$ cat src/rtl/conv_enc_frame.sv
// Rate-1/N feed-forward convolutional encoder with optional zero-tail
// frame termination and a single registered output slot.
module conv_enc_frame #(
  parameter int K = 3,
  parameter int N = 2,
  parameter logic [N*K-1:0] G = {3'b101, 3'b111},
  parameter bit TAIL_EN = 1'b1
) (
  input  logic         clk,
  input  logic         reset,
  input  logic         in_valid,
  output logic         in_ready,
  input  logic         in_bit,
  input  logic         in_last,
  output logic         out_valid,
  input  logic         out_ready,
  output logic [N-1:0] out_data,
  output logic         out_last,
  output logic         busy
);

  localparam int CW = $clog2(K);

  typedef enum logic {
    DATA,
    TAIL
  } state_t;

  state_t        state, state_nx;
  logic [K-2:0]  sr, sr_nx;
  logic [CW-1:0] cnt, cnt_nx;
  logic          slot_free;
  logic          take;
  logic          emit;
  logic          last_sym;
  logic          x;
  logic [K-1:0]  v;
  logic [K-1:0]  vs;
  logic [N-1:0]  sym;

  always_ff @(posedge clk or posedge reset) begin
    if (reset) begin
      state <= DATA;
      sr    <= '0;
      cnt   <= '0;
    end else begin
      state <= state_nx;
      sr    <= sr_nx;
      cnt   <= cnt_nx;
    end
  end

  always_comb begin
    slot_free = !out_valid || out_ready;
    in_ready  = (state == DATA) && slot_free;
    busy      = (state == TAIL);
    take      = in_ready && in_valid;
    emit      = take || (busy && slot_free);
    x         = take ? in_bit : 1'b0;
    v         = {x, sr};
    // low K-1 bits of v>>1 are {x, sr[K-2:1]}, valid for K=2 too
    vs        = v >> 1;
    sym       = '0;
    for (int j = 0; j < N; j++) begin
      sym[j] = ^(v & G[j*K +: K]);
    end
    state_nx  = state;
    sr_nx     = sr;
    cnt_nx    = cnt;
    last_sym  = 1'b0;
    unique case (state)
      DATA: begin
        if (take) begin
          sr_nx = vs[K-2:0];
          if (in_last) begin
            if (TAIL_EN) begin
              state_nx = TAIL;
              cnt_nx   = CW'(K - 1);
            end else begin
              last_sym = 1'b1;
              sr_nx    = '0;
            end
          end
        end
      end
      TAIL: begin
        if (slot_free) begin
          sr_nx  = vs[K-2:0];
          cnt_nx = cnt - 1'b1;
          if (cnt == CW'(1)) begin
            last_sym = 1'b1;
            state_nx = DATA;
          end
        end
      end
      default: begin
        state_nx = DATA;
      end
    endcase
  end

  always_ff @(posedge clk or posedge reset) begin
    if (reset) begin
      out_valid <= 1'b0;
      out_data  <= '0;
      out_last  <= 1'b0;
    end else if (emit) begin
      out_valid <= 1'b1;
      out_data  <= sym;
      out_last  <= last_sym;
    end else if (out_ready) begin
      out_valid <= 1'b0;
    end
  end

endmodule
$ cat config.mk
export PLATFORM = sky130hd
export DESIGN_NAME = conv_enc_frame
export DESIGN_NICKNAME = d
export VERILOG_FILES = /design/src/rtl/conv_enc_frame.sv
export SDC_FILE = /design/constraint.sdc
export NUM_CORES = 1
export LEC_CHECK = 0
export ABC_AREA = 1
export CORE_MARGIN = 1.5
export CORE_UTILIZATION = 30
export CTS_BUF_LIST = sky130_fd_sc_hd__clkbuf_8
export DETAILED_ROUTE_END_ITERATION = 8
export PLACE_DENSITY = 0.63
export SLEW_MARGIN = 20
export SYNTH_ARGS = -nofsm -noshare
export SYNTH_HDL_FRONTEND = slang
export SYNTH_SLANG_ARGS = --single-unit
$ cat constraint.sdc
create_clock -name clk -period 1 [get_ports clk]
set_input_delay 0.15 -clock clk [delete_from_list [all_inputs] [get_ports clk]]
set_output_delay 0.15 -clock clk [all_outputs]
set_load 0.01 [all_outputs]
# Word-level counts from Yosys, hierarchy flattened
# Cells that the tools add are included.
[totals] reg_bits=9 inputBits=6 out_inout_bits=6 wordCells=41
[classes] addsub=1 n_eq_ne=4 n_mux=18 n_bitwise=1 n_reduce_logical=11
[ops] op="2-bit two-way mux" count=5
[ops] op="1-bit two-way mux" count=9
[ops] op="2-bit one-hot mux with 2 select lines" count=2
[ops] op="3-bit XOR reduction" count=2
[ops] op="2-bit inequality test (second input constant)" count=2
[ops] op="1-bit one-hot mux with 2 select lines" count=2
[ops] op="1-bit logical AND" count=3
[ops] op="3-bit AND reduction" count=1
[ops] op="2-bit by 1-bit == test with 1-bit output (second input constant)" count=1
[ops] op="1-bit logical OR" count=2
[ops] op="2-bit by 1-bit inequality test with 1-bit output (second input constant)" count=1
[ops] op="2-bit AND reduction" count=1
[ops] op="2-bit nonzero test" count=1
[ops] op="2-bit by 1-bit subtractor with 2-bit output (second input constant)" count=1
[ops] op="1-bit zero test" count=1
[ops] op="1-bit inverter" count=1

# Depth between registers and ports, before layout
[depth] depth_word=7 ltp_mapped=7 depth_no_buf=7

# Least setup slack after synthesis
# No wires, ideal clock.
[synth_path] kind="register -> register" start="reg state (netlist: busy)" end="reg out_data[0]" setup_ns=0.117 arrival_time_ns=0.898 required_time_ns=0.883 setup_slack_ns=-0.015 path_stages_with_launch=7 path_buffers=0 synth_period_minus_slack_ns=1.015 cell_sequence="dfrtp_1 inv_2 nand3_1 nor2_1 nand2_1 nand3_1 nand2_1"
[synth_between] elab_chain_len=5 word_cells_on_any_way=7 classes_between="mux (1); bitwise (1); reduce/logical (5)"
[synth_lines] element="start, declared" line="29" source="state_t state, state_nx;"
[synth_lines] element="start signal, assigned" line="47" source="state <= state_nx;"
[synth_lines] element="1-bit inverter"
[synth_lines] element="1-bit logical AND" line="55" source="in_ready = (state == DATA) && slot_free;"
[synth_lines] element="1-bit logical AND" line="57" source="take = in_ready && in_valid;"
[synth_lines] element="1-bit two-way mux" line="59" source="x = take ? in_bit : 1'b0;"
[synth_lines] element="3-bit XOR reduction" line="65" source="sym[j] = ^(v & G[j*K +: K]);"
[synth_lines] element="end signal, assigned" line="109" source="out_data <= sym;"
[synth_lines] element="end, declared" line="17" source="output logic [N-1:0] out_data,"
# Parallel ways exist; a longest one is shown, timed or not.
# A chain may end at the register's enable or synchronous reset.

# Worst setup path in the final report
[layout_path] start="reg out_valid" end="out in_ready"
[layout_between] elab_chain_len=3
[layout_lines] element="start, declared" line="15" source="output logic out_valid,"
[layout_lines] element="start signal, assigned" line="104" source="out_valid <= 1'b0;"
[layout_lines] element="start signal, assigned" line="108" source="out_valid <= 1'b1;"
[layout_lines] element="start signal, assigned" line="112" source="out_valid <= 1'b0;"
[layout_lines] element="1-bit zero test" line="54" source="slot_free = !out_valid || out_ready;"
[layout_lines] element="1-bit logical OR" line="54"
[layout_lines] element="1-bit logical AND" line="55"
[layout_lines] element="end, declared" line="12" source="output logic in_ready,"
# Every way passes these cells.

==> key figures <==
Status
  • Outcome: complete, but fails checks
  • Failing checks: setup timing

Setup path
  • Worst path max stage delay: 0.40 ns
  • Worst r2r path cells: 7
  • Worst setup path category: reg2out
  • Worst path required time: 0.85 ns
  • Worst Setup Start Kind: flip-flop
  • WP data arrival: 0.98 ns
  • Worst-path cell chain: nand2_4 > inv_4 > nor2_2 > buf_2
  • R2r setup slk: -0.09 ns
  • Crit. End Element: output port
  • Critical path's slowest cell: dfrtp_1
  • Crit-path max FO: 2

Route
  • Final wirelength: 1007 µm
  • DRT Pass-1 Iters: 4
  • Initial drt markers: 3
  • WL/cell: 10.49 µm
  • Remaining antenna violation count: 0
  • Drt drc: 0
  • Vias per inst: 4.427
  • Vias: 425

Die
  • Area of the core: 1334 µm²
  • Initial Util: 33.11%
  • IO Count: 12
  • DIE WIDTH: 41.37 µm
  • Rows: 13
  • Die footprint: 1711 µm²
  • Die Ht: 41.37 µm

STA
  • Crit share post-route: 113.4%
  • Worst-Margin Slew: 0.3438 ns
  • Slew Limit Fails: 0
  • Rel. slew slack: 77.06%
  • Fmax: 881.6 MHz
  • RSZ-0062 raised after global routing: yes
  • Final setup viols: 8
  • Fin. Hold Viols: 0
  • Setup_tns: -0.6077 ns
  • Min cycle time layout: 1.134 ns
  • Clock Skew: 0.0009469 ns
  • Worst setup margin: -0.1344 ns

Clock tree
  • CTS buffer count: 3
  • Worst-path clk slew: 0.04 ns
  • CTS max path bufs: 2
  • TritonCTS Sinks: 9
  • Worst-Skew Late Latency: 0.23 ns
  • H-tree lvl count: 1
  • Hold buffer count at cts: 0
  • CTS tree: done
  • Clock Root Buffer: clkbuf_8

GRT
  • First-pass GRT wire length: 1393 µm
  • Largest net degree at the start of global routing: 10
  • Number of global-route vias before repair: 328
  • Grt met1 use: 17.82%
  • Total track usage: 13.52%
  • Grt peak-use layer: met2
  • GRT overflow: 0
  • Routing usage on met3: 4.787%
  • Met2 Resource Use GR: 17.97%
  • Initial antenna violation count: 0

Synthesis
  • Net count after synthesis: 62
  • Syn Std Cell Area: 441.7 µm²
  • Gate count of the mapped netlist: 55
  • Number of synthesized register bits: 9
  • Post-synth cell types: 16
  • Yosys warnings: 0
  • Seq/Total Area, Yosys: 50.99%
  • Avg Cell Area, Syn: 8.030 µm²

Final layout
  • Fin nets: 89
  • Most frequent cells in the layout: 13 x nand2_1, 9 x inv_1, 8 x dfrtp_1, 8 x buf_4
  • Final cell count without fillers: 96
  • Commonest non-fill, non-tap cell in the layout: nand2_1
  • Share of layout cells above drive strength 1: 41.98%
  • Syn-to-layout area delta: 67.99%
  • Ant diodes: 0
  • Final design utilization: 55.63%

Placed design
  • Worst slack, placed: -0.5594 ns
  • Final Wtd Congestion: 0.7554
  • Dpl cells: 89
  • DP HPWL: 648 µm
  • Port-buffer cells: 11

Flow run
  • Max Cap Viol: 0

Power and ir drop
  • Lkg Pwr: 0.3896 nW
  • Pwr/cell area: 2925 nW/µm²
  • Max rail drop VDD: 1.451 mV

Worst hold path
  • Min-Delay Path Class: in2async
-- synth_stat cells --
cell type,n,area (µm²)
nand3_1,3,15.01
dfrtp_1,9,225.2
o21ai_2,1,8.760
inv_2,2,7.510
clkinv_1,1,3.750
ha_1,1,12.51
inv_1,9,33.78
nand4_1,1,6.260
o211ai_1,1,7.510
nor2_1,4,15.01
nand2_1,15,56.30
o21ai_1,2,10.01
a21oi_1,1,5.000
o21ai_0,3,15.01
nand2_4,1,11.26
xor2_1,1,8.760
-- power breakdown --
part,internal [W],total (W),switching [W]
sequential,0.000529,0.000630,0.000101
clock,0.000268,0.000414,0.000147
combinational,0.000572,0.00113,0.000554
-- worst paths after layout --
check                           from        to
max reg2reg                     busy    cnt[0]
min in group clk              cnt[0]    cnt[0]
max                        out_valid  in_ready
min reg2reg                   cnt[0]    cnt[0]
max in group asynchronous      reset      busy
min                            reset    cnt[1]
-- through the flow --
step / hold slack [ns] / total power, W / cell area [µm²]
after floorplan: -0.02215 / 0.001082 / 442.9
after detailed placement: 0.4379 / 0.001582 / 631.9
after global routing: 0.2208 / 0.002357 / 742.0
after CTS: 0.1925 / 0.002017 / 698.2
final: 0.1800 / 0.002170 / 742.0
after global placement: 0.4377 / 0.001563 / 631.9
-- what timing repair did --
| item | CTS | global route |
|---|---|---|
| resized for setup | 26 | 16 |
| buffers inserted | 1 | 2 |
| pin swaps | 3 | 6 |
| endpoints found under the setup margin | 15 | 15 |
| hold endpoints to repair | 0 | 0 |
-- layer usage --
metal  wire, µm  share of wire [%]  vias up
li1           -                  -      224
met1        448                 44      184
met2        479                 48       15
met3         65                6.5        2
met4         14                1.4        0
met5          0                  0        -
-- critical path: cells and delay by family, from the launching register on --
| family | cells | cell delay [ns] |
|---|---|---|
| buffers and inverters | 2 | 0.16 |
| flip-flops | 1 | 0.40 |
| AND/OR/NAND/NOR | 2 | 0.18 |
-- kinds of logic (layout without fill, tap and decap cells) --
group,Yosys count,after routing,synth area share [%]
DFF,9,9,50.99
adders and majority gates,1,1,2.832
xor gates and xnor gates,1,1,1.983
buffers and inverters,12,38,10.20
and+or+nand+nor,24,24,23.51
AOI/OAI and AO/OA,8,8,10.48
-- final cells by class --
| type | instances | area, µm² |
|---|---|---|
| clock buffers | 3 | 41.29 |
| clock inverters | 1 | 3.754 |
| fillers | 141 | 591.8 |
| inverters | 12 | 52.55 |
| multi-input cells | 34 | 216.5 |
| flip-flops and latches | 9 | 226.5 |
| well taps | 15 | 18.77 |
| repair buffers | 22 | 182.7 |
-- registers in the layout (all words and copies together), names as in the netlist --
signal,cells
busy,1
cnt,2
out_data,2
out_last,1
out_valid,1
sr,2
(Power assumes the default switching activity.)
